[src/rtl/uart_pkg.sv]
// Shared constants and one-hot state encoding for the UART TX arbiter.
package uart_pkg;
  localparam int DATA_W_DEF         = 8;
  localparam int TIMEOUT_CYCLES_DEF = 256;
  localparam int TIMEOUT_CYCLES_SIM = 16;

  typedef enum logic [2:0] {
    S_IDLE  = 3'b001,
    S_ISSUE = 3'b010,
    S_WAIT  = 3'b100
  } state_t;
endpackage

[src/rtl/rr_arbiter.sv]
// Combinational round-robin pick: the first set request at or above ptr, wrapping at NUM_REQ-1.
// Zero latency; the caller owns the pointer register and decides when a pick is consumed.
module rr_arbiter import uart_pkg::*; #(
  parameter int NUM_REQ = 4,
  parameter int IDX_W   = $clog2(NUM_REQ)
) (
  input  logic [NUM_REQ-1:0] req,
  input  logic [IDX_W-1:0]   ptr,
  output logic [NUM_REQ-1:0] grant,
  output logic [IDX_W-1:0]   idx,
  output logic               any_req
);

  // Distance of requester i from the pointer, walking upward with wrap.
  function automatic int dist_from_ptr(input int i, input int p);
    return (i >= p) ? (i - p) : (i + NUM_REQ - p);
  endfunction

  int best_dist;

  always_comb begin
    grant     = '0;
    idx       = '0;
    any_req   = 1'b0;
    best_dist = NUM_REQ;
    for (int i = 0; i < NUM_REQ; i++) begin
      if (req[i] && (dist_from_ptr(i, int'(ptr)) < best_dist)) begin
        best_dist = dist_from_ptr(i, int'(ptr));
        grant     = '0;
        grant[i]  = 1'b1;
        idx       = IDX_W'(i);
        any_req   = 1'b1;
      end
    end
  end

endmodule

[src/rtl/uart_tx_arbiter.sv]
// Round-robin share of one UART transmitter: grant one cycle after a request seen in idle, then block until tx_done_i.
// Requesters hold valid until their one-cycle ready pulse; optional watchdog under UART_ARB_TIMEOUT_EN.
module uart_tx_arbiter import uart_pkg::*; #(
  parameter int NUM_REQ        = 4,
  parameter int DATA_W         = DATA_W_DEF,
  parameter int TIMEOUT_CYCLES = TIMEOUT_CYCLES_DEF
) (
  input  logic                         clk,
  input  logic                         rst,
  input  logic [NUM_REQ-1:0]           req_valid_i,
  input  logic [NUM_REQ*DATA_W-1:0]    req_data_i,
  output logic [NUM_REQ-1:0]           req_ready_o,
  output logic                         tx_en_o,
  output logic [DATA_W-1:0]            tx_data_o,
  input  logic                         tx_done_i,
  output logic                         busy_o,
  output logic [$clog2(NUM_REQ)-1:0]   grant_id_o,
  output logic                         timeout_o
);

  localparam int IDX_W = $clog2(NUM_REQ);

  if (NUM_REQ < 2 || NUM_REQ > 8 || TIMEOUT_CYCLES < 2) begin : g_bad_params
    $error("uart_tx_arbiter: unsupported NUM_REQ or TIMEOUT_CYCLES");
  end

  state_t             state, state_nxt;
  logic [IDX_W-1:0]   ptr;
  logic [IDX_W-1:0]   win_idx;
  logic [NUM_REQ-1:0] win_onehot;
  logic [DATA_W-1:0]  win_byte;
  logic               any_req;
  logic               take;
  logic               frame_end;
  logic               expire;

  rr_arbiter #(.NUM_REQ(NUM_REQ)) u_rr (
    .req     (req_valid_i),
    .ptr     (ptr),
    .grant   (win_onehot),
    .idx     (win_idx),
    .any_req (any_req)
  );

  always_comb begin
    win_byte = '0;
    for (int k = 0; k < NUM_REQ; k++) begin
      if (win_onehot[k]) win_byte = req_data_i[k*DATA_W +: DATA_W];
    end
  end

`ifdef UART_ARB_TIMEOUT_EN
  localparam int CNT_W = $clog2(TIMEOUT_CYCLES);
  logic [CNT_W-1:0] wait_cnt;
  logic             timeout_q;

  // Held at zero outside S_WAIT, so every frame starts counting from zero.
  always_ff @(posedge clk) begin
    if (rst || state != S_WAIT) wait_cnt <= '0;
    else                        wait_cnt <= wait_cnt + 1'b1;
  end

  assign expire = (state == S_WAIT) && !tx_done_i &&
                  (wait_cnt == CNT_W'(TIMEOUT_CYCLES - 1));

  always_ff @(posedge clk) begin
    if (rst) timeout_q <= 1'b0;
    else     timeout_q <= expire;
  end

  assign timeout_o = timeout_q;
`else
  assign expire    = 1'b0;
  assign timeout_o = 1'b0;
`endif

  always_ff @(posedge clk) begin
    if (rst) state <= S_IDLE;
    else     state <= state_nxt;
  end

  always_comb begin
    state_nxt = state;
    take      = 1'b0;
    frame_end = 1'b0;
    case (state)
      S_IDLE: begin
        if (any_req) begin
          take      = 1'b1;
          state_nxt = S_ISSUE;
        end
      end
      S_ISSUE: state_nxt = S_WAIT;
      S_WAIT: begin
        if (tx_done_i || expire) begin
          frame_end = 1'b1;
          state_nxt = S_IDLE;
        end
      end
      default: state_nxt = S_IDLE;
    endcase
  end

  // tx_data_o is only reloaded on a grant: the transmitter resamples it while idle.
  always_ff @(posedge clk) begin
    if (rst) begin
      ptr         <= '0;
      req_ready_o <= '0;
      tx_en_o     <= 1'b0;
      tx_data_o   <= '0;
      busy_o      <= 1'b0;
      grant_id_o  <= '0;
    end else begin
      req_ready_o <= take ? win_onehot : '0;
      tx_en_o     <= take;
      if (take) begin
        tx_data_o  <= win_byte;
        grant_id_o <= win_idx;
        busy_o     <= 1'b1;
        ptr        <= (win_idx == IDX_W'(NUM_REQ - 1)) ? '0 : win_idx + 1'b1;
      end else if (frame_end) begin
        busy_o <= 1'b0;
      end
    end
  end

endmodule

[config.mk]
export PLATFORM = sky130hd
export DESIGN_NAME = uart_tx_arbiter
export DESIGN_NICKNAME = d
export VERILOG_FILES = /design/src/rtl/uart_pkg.sv /design/src/rtl/rr_arbiter.sv /design/src/rtl/uart_tx_arbiter.sv
export SDC_FILE = /design/constraint.sdc
export NUM_CORES = 1
export LEC_CHECK = 0
export CORE_ASPECT_RATIO = 1.4
export CORE_UTILIZATION = 42
export CTS_BUF_LIST = sky130_fd_sc_hd__clkbuf_4 sky130_fd_sc_hd__clkbuf_8
export DETAILED_ROUTE_END_ITERATION = 8
export GPL_TIMING_DRIVEN = 0
export PLACE_DENSITY_LB_ADDON = 0.25
export SYNTH_ARGS = -nofsm -noshare
export SYNTH_HDL_FRONTEND = slang
export SYNTH_SLANG_ARGS = --single-unit
[constraint.sdc]
create_clock -name clk -period 5.1 [get_ports clk]
set_input_delay 1.02 -clock clk [delete_from_list [all_inputs] [get_ports clk]]
set_output_delay 1.02 -clock clk [all_outputs]
set_load 0.01 [all_outputs]
# After elaboration in Yosys (flattened, before gate mapping)
# Index checks and enable logic that the tools add are counted.
totals:
  regBits: 21
  inputBits: 39
  wordCells: 67
classes:
  addsub: 8
  n_lt_le_gt_ge: 7
  n_eq_ne: 6
  n_mux: 31
  bitwise_logic: 1
  n_reduce_logical: 7
op_table:
  columns: ["cell", "n"]
  rows:
  - ["$mux 32", 6]
  - ["$lt 32x32->1", 3]
  - ["$lt 32x4->1 const B", 1]
  - ["$mux 8", 4]
  - ["$mux 1", 12]
  - ["$sub 3x2->4 const A", 3]
  - ["$mux 3", 3]
  - ["$pmux 3 s3", 1]
  - ["$mux 2", 4]
  - ["$sub 1x2->3 const A", 2]
  - ["$sub 2x2->3 const A", 2]
  - ["$ge 1x2->1 const A", 2]
  - ["$logic_and 1x1->1", 4]
  - ["$mux 4", 1]
  - ["$ne 2x2->1 const B", 2]
  - ["$eq 3x1->1 const B", 1]
  - ["$eq 3x2->1 const B", 1]
  - ["$eq 3x3->1 const B", 1]
  - ["$add 2x1->2 const B", 1]
  - ["$eq 2x2->1 const B", 1]
  - ["$ge 2x2->1 const A", 1]
  - ["$reduce_and 2->1", 1]
  - ["$reduce_bool 2->1", 1]
  - ["$reduce_or 2->1", 1]
  - ["$not 1->1", 1]

# Depth between registers and ports, before layout
logic_depth:
  word_depth: 18
  ltp_mapped: 26

# Hierarchy
# Synthesis repeated with hierarchy kept, for this count alone.
unflattened:
  hier_cells: 183
  area_unflattened_um2: 1544.0
by_module_without_submodules:
  columns: ["mod", "instances", "cells_each", "area_each_um2"]
  rows:
  - ["uart_tx_arbiter", 1, 119, 1078.5]
  - ["rr_arbiter", 1, 64, 465.4]

# Least setup slack after synthesis
# OpenSTA, ideal clock, no wires.
synth_timing:
  path_type: "input -> register"
  start: "input req_valid_i[0]"
  end: "register ptr[0]"
  setup_ps: 71
  arrival_time_ps: 4820
  t_required_ps: 5029
  path_slack_ps: 208
  stages: 20
  path_buffers: 1
  cell_sequence: "ha_1 a211o_1 o22ai_2 nor3b_1 a21oi_1 ha_1 o31ai_1 a21o_1 clkbuf_1 nor2_1 a21oi_1 ha_1 nor3b_1 and3_1 or3_4 o2111ai_2 nand3_2 ha_1 or3_1 a21oi_1"
synth_via:
  elab_chain_cells: 13
  elab_cells_between_ends: 22
  cone_classes: "1 x add/sub; 3 x order compare; 1 x eq/ne; 13 x mux; 4 x reduce/logical"
synth_lines:
  columns: ["item", "line", "text"]
  rows:
  - ["start, declared", "uart_tx_arbiter.sv:10", "input logic [NUM_REQ-1:0] req_valid_i,"]
  - ["$logic_and 1x1->1 *", "rr_arbiter.sv:27", "if (req[i] && (dist_from_ptr(i, int'(ptr)) < best_dist)) begin"]
  - ["$mux 32 *", "rr_arbiter.sv:27", null]
  - ["$lt 32x32->1", "rr_arbiter.sv:27", null]
  - ["$logic_and 1x1->1", "rr_arbiter.sv:27", null]
  - ["$mux 32", "rr_arbiter.sv:27", null]
  - ["$lt 32x32->1", "rr_arbiter.sv:27", null]
  - ["$logic_and 1x1->1", "rr_arbiter.sv:27", null]
  - ["$mux 32", "rr_arbiter.sv:27", null]
  - ["$lt 32x32->1", "rr_arbiter.sv:27", null]
  - ["$logic_and 1x1->1", "rr_arbiter.sv:27", null]
  - ["$mux 2 *", "rr_arbiter.sv:27", null]
  - ["via u_rr.idx[0]", "rr_arbiter.sv:10", "output logic [IDX_W-1:0] idx,"]
  - ["$add 2x1->2 or $eq 2x2->1 (tied branches)", "uart_tx_arbiter.sv:120", "ptr <= (win_idx == IDX_W'(NUM_REQ - 1)) ? '0 : win_idx + 1'b1;"]
  - ["$mux 2 *", "uart_tx_arbiter.sv:120", null]
  - ["end signal, assigned", "uart_tx_arbiter.sv:120", null]
  - ["end, declared", "uart_tx_arbiter.sv:28", "logic [IDX_W-1:0] ptr;"]
# Mark *: on every way through the listed nets, which the timed path passes. The rest lies on a longest branch.
# A chain may end at the register's enable or synchronous reset.

# Worst setup path after layout
# Ends and elaborated chain as after synthesis.

==> results.md <==
- Hold-fix buffers, CTS: 0
- Worst-path clk slew: 80 ps
- Min cycle time layout: 4850 ps
- Synth Cell Area: 1530 um^2
- Num CTS Buffers: 3
- Clock Sinks: 21
- Via/cell ratio: 5.54
- Comb pwr share: 70.7%
- Crit Path Category: in -> reg
- Syn Inst Count: 182
- Count of different cell masters after synthesis: 51
- Cell area after layout: 2280 um^2
- Max Buffers Root-to-Sink: 2
- Vias: 1567
- Top Family by Delay on Critical Path: simple AND/OR/NAND/NOR gates
- WL final: 4.31 mm
- Pre-CTS setup slack: -1100 ps
- Hold path depth: 2
- DIE WIDTH: 53.0 um
- Setup TNS: 0 ps
- Skew-Pair Late Insertion Delay: 260 ps
- Initial antenna violation count: 0
- Largest net degree at the start of global routing: 13
- CP max stage cell: or3_4
- Most common cell after layout, fill and taps aside: clkdlybuf4s50_1
- Initial Utilization: 44.8%
- Hold crit path type: reg -> reg
- Period utilisation layout: 95.1%
- Slew at the pin closest to its max-slew limit: 654 ps
- Max Clock Skew: 1.67 ps
- Overall routing resource usage: 22.5%
- # IOs: 56
- Worst setup SP type: primary input
- Final hold vios: 0
- Dpl hpwl: 3.14 mm
- Critical path required time: 5280 ps
- Synthesized netlist net count: 231
- R2R depth: 25
- Final Hold Slack: 477 ps
- Slowest stage delay, CP: 370 ps
- Layout cell share with drive strength beyond 1: 18.5%
- RSZ-0062 raised after global routing: false
- Post-route ant nets: 0
- Seq/Total Area, Yosys: 27.5%
- Max-Cap Viols: 0
- Grt ovf: 0
- CTS root buffer: clkbuf_8
- # diodes: 0
- Maximum vdd drop: 0.472 mV
- Status: finished clean
- Die H: 73.4 um
- Yosys warnings: 0
- CP Capture Type: flip-flop
- Final Max Tran Viols: 0
- Min-delay src: busy_o
- Layout Nets: 293
- Synth Flop Type: dfxtp_1
- DR iter-0 viols: 50
- Fmax: 206 MHz
- Post-layout util: 66.8%
- WL per Instance: 15.2 um
- Worst setup margin: 249 ps
- Final-report setup violation count: 0
- First-pass GRT wire length: 6.55 mm
- Sw Ratio: 45.5%
- Most frequent cells in the layout: 51 x clkdlybuf4s50_1, 23 x nor2_1, 19 x dfxtp_1, 14 x inv_1, 12 x a21oi_1
- Die area: 3890 um^2
- Gp weighted congestion: 0.801
- Placed cell areas: 2110 um^2
- Hold endpoint: busy_o
- Clock power share: 8.3%
- Worst r2r src: ptr[1]
- Critical Path, Cell by Cell: buf_2, ha_4, nor3b_2, o21ai_2, inv_1, ha_1, nor4b_4, o21a_1, a21o_1, buf_6, nor2_1, a21oi_1, ha_2, nor3b_1, and3_1, or3_4, o2111ai_4, nand3_2, ha_1, or3_1, a21oi_1
- 1st-pass router iterations: 4
- Critical path buffers and inverters: 3
- Worst reg2reg path endpoint: ptr[0]
- Vias in the first global route: 1433
- Mapped Avg Cell Area: 8.39 um^2
- # DRC: 0
- Layout area overhead: 49.1%
- Seq pwr share: 20.9%
- Worst Path Max Fanout: 10
- Max transition margin: 56.1%
- Synth Register Bits: 21
- Critical Path AT: 5030 ps
- Cell row count: 25
- Async S/R FF share, synth: 0%
- CORE AREA: 3410 um^2
- CTS tree: yes
- Switching pwr: 597 uW
- Internal power: 715 uW
- Count of input and output buffers: 53
- Leak Pwr: 0.902 nW
- Cell Pwr Density: 576 nW/um^2
- Number of synthesized flops with an enable pin: 0
- R2R Setup Slk: 290 ps
- H-tree depth: 1
[metal layers]
metal  vias to the layer above  wire [um]  global-route usage [%]
met1                       738       1840                    28.0
met3                         4        161                    2.28
met2                        37       2260                    40.4
met4                         0         43                    5.56
li1                        788          -                       -
met5                         -          0                       0
[state kept, by name (all words and copies together), names as in the netlist]
signal	cells
tx_data_o	8
req_ready_o	4
state	3
grant_id_o	2
ptr	2
busy_o	1
tx_en_o	1
[cell type report]
cell class	count	area, um^2
Timing Repair Buffer	57	558
Clock buffer	3	41.3
Buffer	8	60.1
Multi-Input combinational cell	138	1080
Inverter	15	56.3
Sequential cell	21	423
Clock inverter	1	5.00
Fill cell	296	1130
Tap cell	40	50.0
[worst max-delay path by stage]
stage	start	to	slack, ps	depth (start not counted)
floorplan	req_valid_i[0]	ptr[0]	210	20
global placement	req_valid_i[0]	ptr[0]	-1050	21
detailed placement	req_valid_i[0]	ptr[0]	-1100	21
CTS	req_valid_i[1]	ptr[0]	8	21
global route	ptr[1]	ptr[0]	20	25
finish	req_valid_i[0]	ptr[0]	250	21
[synth_stat cells (all sizes together) (4+ instances only)]
library cell | instances | area share [%]
nor2 | 23 | 5.7
nand2 | 11 | 2.7
a311oi | 4 | 2.7
and2 | 4 | 1.8
a221oi | 4 | 2.7
nor3 | 7 | 2.9
inv | 15 | 3.7
o21a | 4 | 2.0
nand3 | 9 | 3.3
a21oi | 13 | 4.5
a31oi | 6 | 2.5
o21ai | 4 | 1.6
ha | 10 | 8.2
clkbuf | 4 | 0.98
buf | 4 | 2.5
dfxtp | 21 | 28
nor3b | 5 | 2.5
[through the flow]
stage                     std cells  total power [mW]
after floorplan                 182             0.863
after global placement          275              1.11
after detailed placement        275              1.12
after CTS                       282              1.26
after global routing            283              1.41
final                           283              1.31
[cells by family after synthesis]
kind of cell	Yosys count	share of synthesized area [%]
AND/OR/NAND/NOR	71	25.1
AO/OA/AOI/OAI	55	31.1
buffers and inverters	23	7.12
flip-flops	21	27.5
adder cells (fa/ha/maj)	10	8.19
multiplexers	1	0.655
other	1	0.245
[power groups by stage]
stage                     clock, mW  combinational, mW  sequential (mW)
after global routing          0.119               1.01            0.283
after floorplan                   0              0.571            0.292
final                         0.109              0.928            0.275
after global placement            0              0.840            0.275
after CTS                     0.112              0.876            0.272
after detailed placement          0              0.849            0.275
[worst min-delay path, cell delays in order (launching register included)]
cell     delay, ps
dfxtp_1        320
o31ai_1         60
a21oi_1         60
[repair_timing]
item | 4_1_cts | 5_1_grt
endpoints found under the hold margin | 0 | 0
setup buffers | 3 | 1
resized for setup | 8 | 19
pin swaps | 3 | 4
setup endpoints to repair | 20 | 10
Note: power is estimated with default switching activity, not from simulation.
